### config.mk
export PLATFORM = sky130hd
export DESIGN_NAME = dense_layer_sched
export DESIGN_NICKNAME = d
export VERILOG_FILES = /design/src/rtl/dense_layer_sched.sv
export SDC_FILE = /design/constraint.sdc
export NUM_CORES = 2
export LEC_CHECK = 0
export BUFFER_PORTS_ARGS = -buffer_cell sky130_fd_sc_hd__buf_2
export CAP_MARGIN = 5
export CORE_AREA = 5 5 608 610
export CTS_BUF_LIST = sky130_fd_sc_hd__clkbuf_4
export DETAILED_ROUTE_END_ITERATION = 16
export DIE_AREA = 0 0 613 615
export GPL_TIMING_DRIVEN = 1
export PLACE_DENSITY = 0.3
export SYNTH_ARGS = -nofsm -noshare
export SYNTH_HDL_FRONTEND = slang
export SYNTH_SLANG_ARGS = --single-unit
export TNS_END_PERCENT = 30
### constraint.sdc
create_clock -name clk -period 9.3 [get_ports clk]
set_input_delay 1.395 -clock clk [delete_from_list [all_inputs] [get_ports clk]]
set_output_delay 1.395 -clock clk [all_outputs]
set_load 0.005 [all_outputs]
### src/rtl/dense_layer_sched.sv
// Fully-connected layer sequencer: streams 25-word input/weight chunks into the shared
// dot-product unit, chains partial sums through the bias field, and writes one word per neuron.
module dense_layer_sched #(
    parameter int WIDTH       = 16,
    parameter int IN_LEN      = 50,
    parameter int OUT_NEURONS = 10,
    parameter int IN_BASE     = 0,
    parameter int OUT_BASE    = 0,
    parameter int WADDR_W     = 8,
    parameter int RELU_EN     = 1
) (
    input  logic                clk,
    input  logic                rst_n,
    input  logic                layer_en_i,
    output logic                layer_done_o,
    output logic                output_buf_en_o,
    output logic [32*5-1:0]     data_from_buf_addr_o,
    input  logic [WIDTH*5-1:0]  data_from_buf_i,
    output logic [WADDR_W-1:0]  wgt_addr_o,
    input  logic [WIDTH*25-1:0] wgt_data_i,
    output logic [WADDR_W-1:0]  bias_addr_o,
    input  logic [WIDTH-1:0]    bias_data_i,
    output logic                calc_vld_o,
    output logic [WIDTH*51-1:0] data_to_calc_o,
    input  logic                calc_vld_i,
    input  logic [WIDTH-1:0]    data_from_calc_i,
    output logic [31:0]         data_to_buf_addr_o,
    output logic [WIDTH-1:0]    data_to_buf_o,
    output logic                wr_en_o
);

    localparam int CHUNKS = IN_LEN / 25;
    localparam int CW     = (CHUNKS > 1) ? $clog2(CHUNKS) : 1;
    localparam int NW     = (OUT_NEURONS > 1) ? $clog2(OUT_NEURONS) : 1;

    typedef enum logic [2:0] {
        S_IDLE  = 3'd0,
        S_FETCH = 3'd1,
        S_ISSUE = 3'd2,
        S_WAIT  = 3'd3,
        S_WRITE = 3'd4,
        S_DONE  = 3'd5
    } state_t;

    state_t            state_q, state_d;
    logic [2:0]        beat_q, beat_d;
    logic [CW-1:0]     chunk_q, chunk_d;
    logic [NW-1:0]     neuron_q, neuron_d;
    logic [WIDTH-1:0]  acc_q, acc_d;
    logic              en_q;
    logic [WIDTH-1:0]  buf_q [25];
    logic [WIDTH*51-1:0] calc_word_s;

    function automatic logic [WIDTH-1:0] relu_f(input logic [WIDTH-1:0] v);
        if ((RELU_EN != 32'sd0) && v[WIDTH-1]) begin
            relu_f = '0;
        end else begin
            relu_f = v;
        end
    endfunction

    // Next-state logic for the layer sequencer and its counters.
    always_comb begin
        state_d  = state_q;
        beat_d   = beat_q;
        chunk_d  = chunk_q;
        neuron_d = neuron_q;
        acc_d    = acc_q;
        case (state_q)
            S_IDLE: begin
                if (layer_en_i && !en_q) begin
                    neuron_d = '0;
                    chunk_d  = '0;
                    beat_d   = 3'd0;
                    state_d  = S_FETCH;
                end else begin
                    state_d  = S_IDLE;
                end
            end
            S_FETCH: begin
                if (beat_q == 3'd5) begin
                    beat_d  = 3'd0;
                    state_d = S_ISSUE;
                end else begin
                    beat_d  = beat_q + 3'd1;
                end
            end
            S_ISSUE: state_d = S_WAIT;
            S_WAIT: begin
                if (calc_vld_i) begin
                    acc_d = data_from_calc_i;
                    if (chunk_q == CW'(CHUNKS - 1)) begin
                        state_d = S_WRITE;
                    end else begin
                        chunk_d = chunk_q + CW'(1);
                        state_d = S_FETCH;
                    end
                end else begin
                    state_d = S_WAIT;
                end
            end
            S_WRITE: begin
                if (neuron_q == NW'(OUT_NEURONS - 1)) begin
                    state_d  = S_DONE;
                end else begin
                    neuron_d = neuron_q + NW'(1);
                    chunk_d  = '0;
                    state_d  = S_FETCH;
                end
            end
            S_DONE:  state_d = S_IDLE;
            default: state_d = S_IDLE;
        endcase
    end

    // Issue word; the last five input words are still on the read bus when ISSUE is entered.
    always_comb begin
        calc_word_s = '0;
        for (int w = 0; w < 20; w++) begin
            calc_word_s[(26 + w) * WIDTH +: WIDTH] = buf_q[w];
        end
        for (int w = 0; w < 5; w++) begin
            calc_word_s[(46 + w) * WIDTH +: WIDTH] = data_from_buf_i[w * WIDTH +: WIDTH];
        end
        calc_word_s[WIDTH +: 25 * WIDTH] = wgt_data_i;
        if (chunk_q == '0) begin
            calc_word_s[WIDTH-1:0] = bias_data_i;
        end else begin
            calc_word_s[WIDTH-1:0] = acc_q;
        end
    end

    // State, counters, accumulator, start-edge history and chunk buffer.
    always_ff @(posedge clk or negedge rst_n) begin
        if (!rst_n) begin
            state_q  <= S_IDLE;
            beat_q   <= 3'd0;
            chunk_q  <= '0;
            neuron_q <= '0;
            acc_q    <= '0;
            en_q     <= 1'b0;
            for (int w = 0; w < 25; w++) begin
                buf_q[w] <= '0;
            end
        end else begin
            state_q  <= state_d;
            beat_q   <= beat_d;
            chunk_q  <= chunk_d;
            neuron_q <= neuron_d;
            acc_q    <= acc_d;
            en_q     <= layer_en_i;
            for (int w = 0; w < 25; w++) begin
                if (state_q == S_FETCH && beat_q == 3'(w / 5 + 1)) begin
                    buf_q[w] <= data_from_buf_i[(w % 5) * WIDTH +: WIDTH];
                end
            end
        end
    end

    // Registered outputs, loaded from next-state values so they align with the state they belong to.
    always_ff @(posedge clk or negedge rst_n) begin
        if (!rst_n) begin
            layer_done_o         <= 1'b0;
            output_buf_en_o      <= 1'b0;
            data_from_buf_addr_o <= '0;
            wgt_addr_o           <= '0;
            bias_addr_o          <= '0;
            calc_vld_o           <= 1'b0;
            data_to_calc_o       <= '0;
            data_to_buf_addr_o   <= 32'd0;
            data_to_buf_o        <= '0;
            wr_en_o              <= 1'b0;
        end else begin
            output_buf_en_o <= (state_d != S_IDLE);
            calc_vld_o      <= (state_d == S_ISSUE);
            wr_en_o         <= (state_d == S_WRITE);
            layer_done_o    <= (state_d == S_DONE);
            if (state_d == S_FETCH && beat_d < 3'd5) begin
                for (int l = 0; l < 5; l++) begin
                    data_from_buf_addr_o[32 * l +: 32] <= 32'(IN_BASE) + 32'(chunk_d) * 32'd25
                                                        + 32'(beat_d) * 32'd5 + 32'(l);
                end
            end
            if (state_d == S_FETCH && beat_d == 3'd0) begin
                wgt_addr_o  <= WADDR_W'(32'(neuron_d) * 32'(CHUNKS) + 32'(chunk_d));
                bias_addr_o <= WADDR_W'(neuron_d);
            end
            if (state_d == S_ISSUE) begin
                data_to_calc_o <= calc_word_s;
            end
            if (state_d == S_WRITE) begin
                data_to_buf_addr_o <= 32'(OUT_BASE) + 32'(neuron_d);
                data_to_buf_o      <= relu_f(acc_d);
            end
        end
    end

endmodule

==> flow_summary.toml <==
[clock_network]
cts_resized = 0
clockRootBuffer = "clkbuf_4"
clkTransAtPathRegs_ns = 0.07
worstSkewPairLatency_ns = 1.29
clkSinkCount = 1227
ctsHoldBuffers = 149
post_cts_buffers = 0
numCtsBuffers = 384
cts_tree = "built"
clock_path_buffers = 4
cts_max_level = 5

[worst_setup_path]
crit_chain = "nor3b_4, nand3_4, and2_1, fa_1, xnor2_1, ha_1, or3b_2, o21ai_0, mux2_1"
path_class = "flop to flop"
cp-end-kind = "flop"
path_max_fanout = 35
cp_slowest_stage_delay_ns = 0.61
ff2ff_path_depth = 9
cp_data_arrival_time_ns = 5.58
critPathRequiredTime_ns = 10.52
start_kind = "flop"
cpMaxStageDelayCell = "fa_1"

[global_route]
grt_pass1_vias = 40700
antenna_found_initial = 106
grt_max_degree = 179
gr-usage-all-layers_pct = 12.6
grt_overflow = 0
grt_pass1_wl_um = 339000

[layout]
layout_common_cells = "2459 x nand2_1, 1401 x buf_2, 1227 x dfrtp_1"
multi_input_area_um2 = 15600
syn2layout_area_growth_pct = 36.9
final_common_cell = "nand2_1"
fill_cells = 41000
final_util_pct = 18.1
seqCellArea_um2 = 30700
drive_above_1_share_pct = 34.4
final_nets = 6906
fin_area_um2 = 65900

[timing]
rsz0062_at_grt = "false"
whs_ns = 0.287
final.setup_skew_ns = 0.0874
relSlewSlack_pct = 18.3
finalWorstSetupSlack_ns = 4.94
drv_slew = 0
fmax_mhz = 229
setup_viol = 0
period_share_pct = 46.9
min_period_ns = 4.36
hold_viol_final = 0
setup_tns_ns = 0
tightest_slew_ns = 1.22

[die]
ios = 1560
floorplan.initialDensity_pct = 13.2
placementRows = 222
die_width_um = 613
core_area_um2 = 364000
die_y_um = 615
die_area_um2 = 377000

[yosys]
ys_ff_latch = 1227
syn_inst = 4633
yosys_warnings = 0
synth_cell_type_count = 56
synth_xor_xnor_area_share_pct = 0.291
synthFlopType = "dfrtp_1"
synth-edff-count = 0
async_reset_ff_share_pct = 100
synth_compound_area_share_pct = 0.784
synth.yosys.seq_area_share_pct = 63.7
netlist_area_um2 = 48200
yosys.area_share.simple_pct = 19.8
syn_area_per_cell_um2 = 10.4
synth_fa_ha_area_share_pct = 0.405
synthMuxAreaShare_pct = 9.73
synth_top_family_by_area = "simple AND/OR/NAND/NOR gates"

[status]
run_status = "complete, no violations"

[place]
dp_worst_setup_slack_ns = 4.32
dpl_cell_area_um2 = 59900
portBuffers = 1402
routabilityCongestion = 0.835
hpwl_um = 183000

[routing]
ant_nets = 0
routed_wl_um = 247000
first_pass_iters = 5
drc = 0
vias = 38900
drtIter0Drc = 2163
routedWlPerCell_um = 21.5
vias_per_cell = 3.40

[pwr]
p_leak_uw = 0.0343
power_density_nw_per_um2 = 351
peakVddDrop_mv = 0.176

[hold_path]
hold_path_class = "primary input to flop"
holdPathStages = 3

[run]
cap_viol_max_count = 0
## registers in the layout, summed over array words and instances, names as in the netlist, 3 cells and up
signal / cells
bias_addr_o: 4
data_to_buf_o: 15
data_from_buf_addr_o: 35
neuron_q: 4
beat_q: 3
data_to_buf_addr_o: 4
data_to_calc_o: 816
buf_q: 320
state_q: 3
acc_q: 16
## power by group
group	internal, uW	total [uW]	leakage [uW]	switching, uW
Clock	2650	5320	0.00269	2670
Sequential	7960	9380	0.0150	1420
Combinational	3430	8440	0.0167	5010
Total	14000	23100	0.0343	9090
## layer usage
| metal | vias to the layer above | GRT usage [%] | wire (um) |
|---|---|---|---|
| met3 | 502 | 3.87 | 18200 |
| met5 | - | 0 | 213 |
| met2 | 1445 | 22.3 | 124000 |
| met1 | 19100 | 14.7 | 98300 |
| met4 | 32 | 2.92 | 5970 |
| li1 | 17800 | - | - |
## synthesized netlist by cell type (2+ instances only)
library cell  number  share of area, %
nand2_1         2459                19
dfrtp_1         1227                64
mux2_2           186               4.3
buf_2            171               1.8
buf_4            167               2.6
mux2_1           104               2.4
mux2_4            80               2.5
clkbuf_1          47              0.37
o21ai_0           29              0.30
mux2i_1           22              0.46
o21ai_1           16              0.17
inv_1             15              0.12
ha_1              14              0.36
and2_1             9              0.12
xnor2_1            9              0.16
buf_12             8              0.33
nor2_1             8             0.062
xor2_1             7              0.13
nand3_1            6             0.062
a21o_1             4             0.062
a21oi_1            4             0.042
and3b_1            3             0.055
nand3b_1           3             0.047
buf_6              2             0.047
nor2b_1            2             0.026
## worst paths after layout
check | start | endpoint | slack [ns]
max | state_q[2]$_DFF_PN0_ | data_from_buf_addr_o[38]$_DFFE_PN0P_ | 4.94
min | wgt_data_i[375] | data_to_calc_o[391]$_DFFE_PN0P_ | 0.29
max reg2reg | state_q[2]$_DFF_PN0_ | data_from_buf_addr_o[38]$_DFFE_PN0P_ | 4.94
min reg2reg | buf_q[317]$_DFFE_PN0P_ | data_to_calc_o[509]$_DFFE_PN0P_ | 0.40
max in group asynchronous | rst_n | data_to_calc_o[677]$_DFFE_PN0P_ | 6.36
min in group asynchronous | rst_n | acc_q[14]$_DFF_PN0_ | 0.67
## kinds of logic after synthesis
group,after synthesis
AND/OR/NAND/NOR,2506
multiplexers,392
flip-flops,1227
XOR/XNOR,16
other,1
AO/OA/AOI/OAI,65
adder cells (fa/ha/maj),15
buffers and inverters,411
## stage by stage
step	cells	power, uW
after floorplan	4789	13200
after global placement	10700	18100
after detailed placement	10700	18200
after CTS	11400	23900
after global routing	11500	25000
final	11500	23100
## layout make-up
class,count,share of cell area (%)
well taps,4816,9.14
multi-input cells,3151,23.6
inverters,16,0.102
clock buffers,533,6.07
repair buffers,1595,13.7
clock inverters,106,0.808
flip-flops and latches,1227,46.6
diodes,13,0.0493
## worst max-delay path, delay by kind of cell (launching register included)
family                     cells  cell delay [ns]
AOI/OAI and AO/OA              1             0.15
xor gates and xnor gates       1             0.55
adders and majority gates      2             0.98
DFF                            1             0.50
muxes                          1             0.14
and+or+nand+nor                4             1.96
Note: power is estimated with default switching activity, not from simulation.
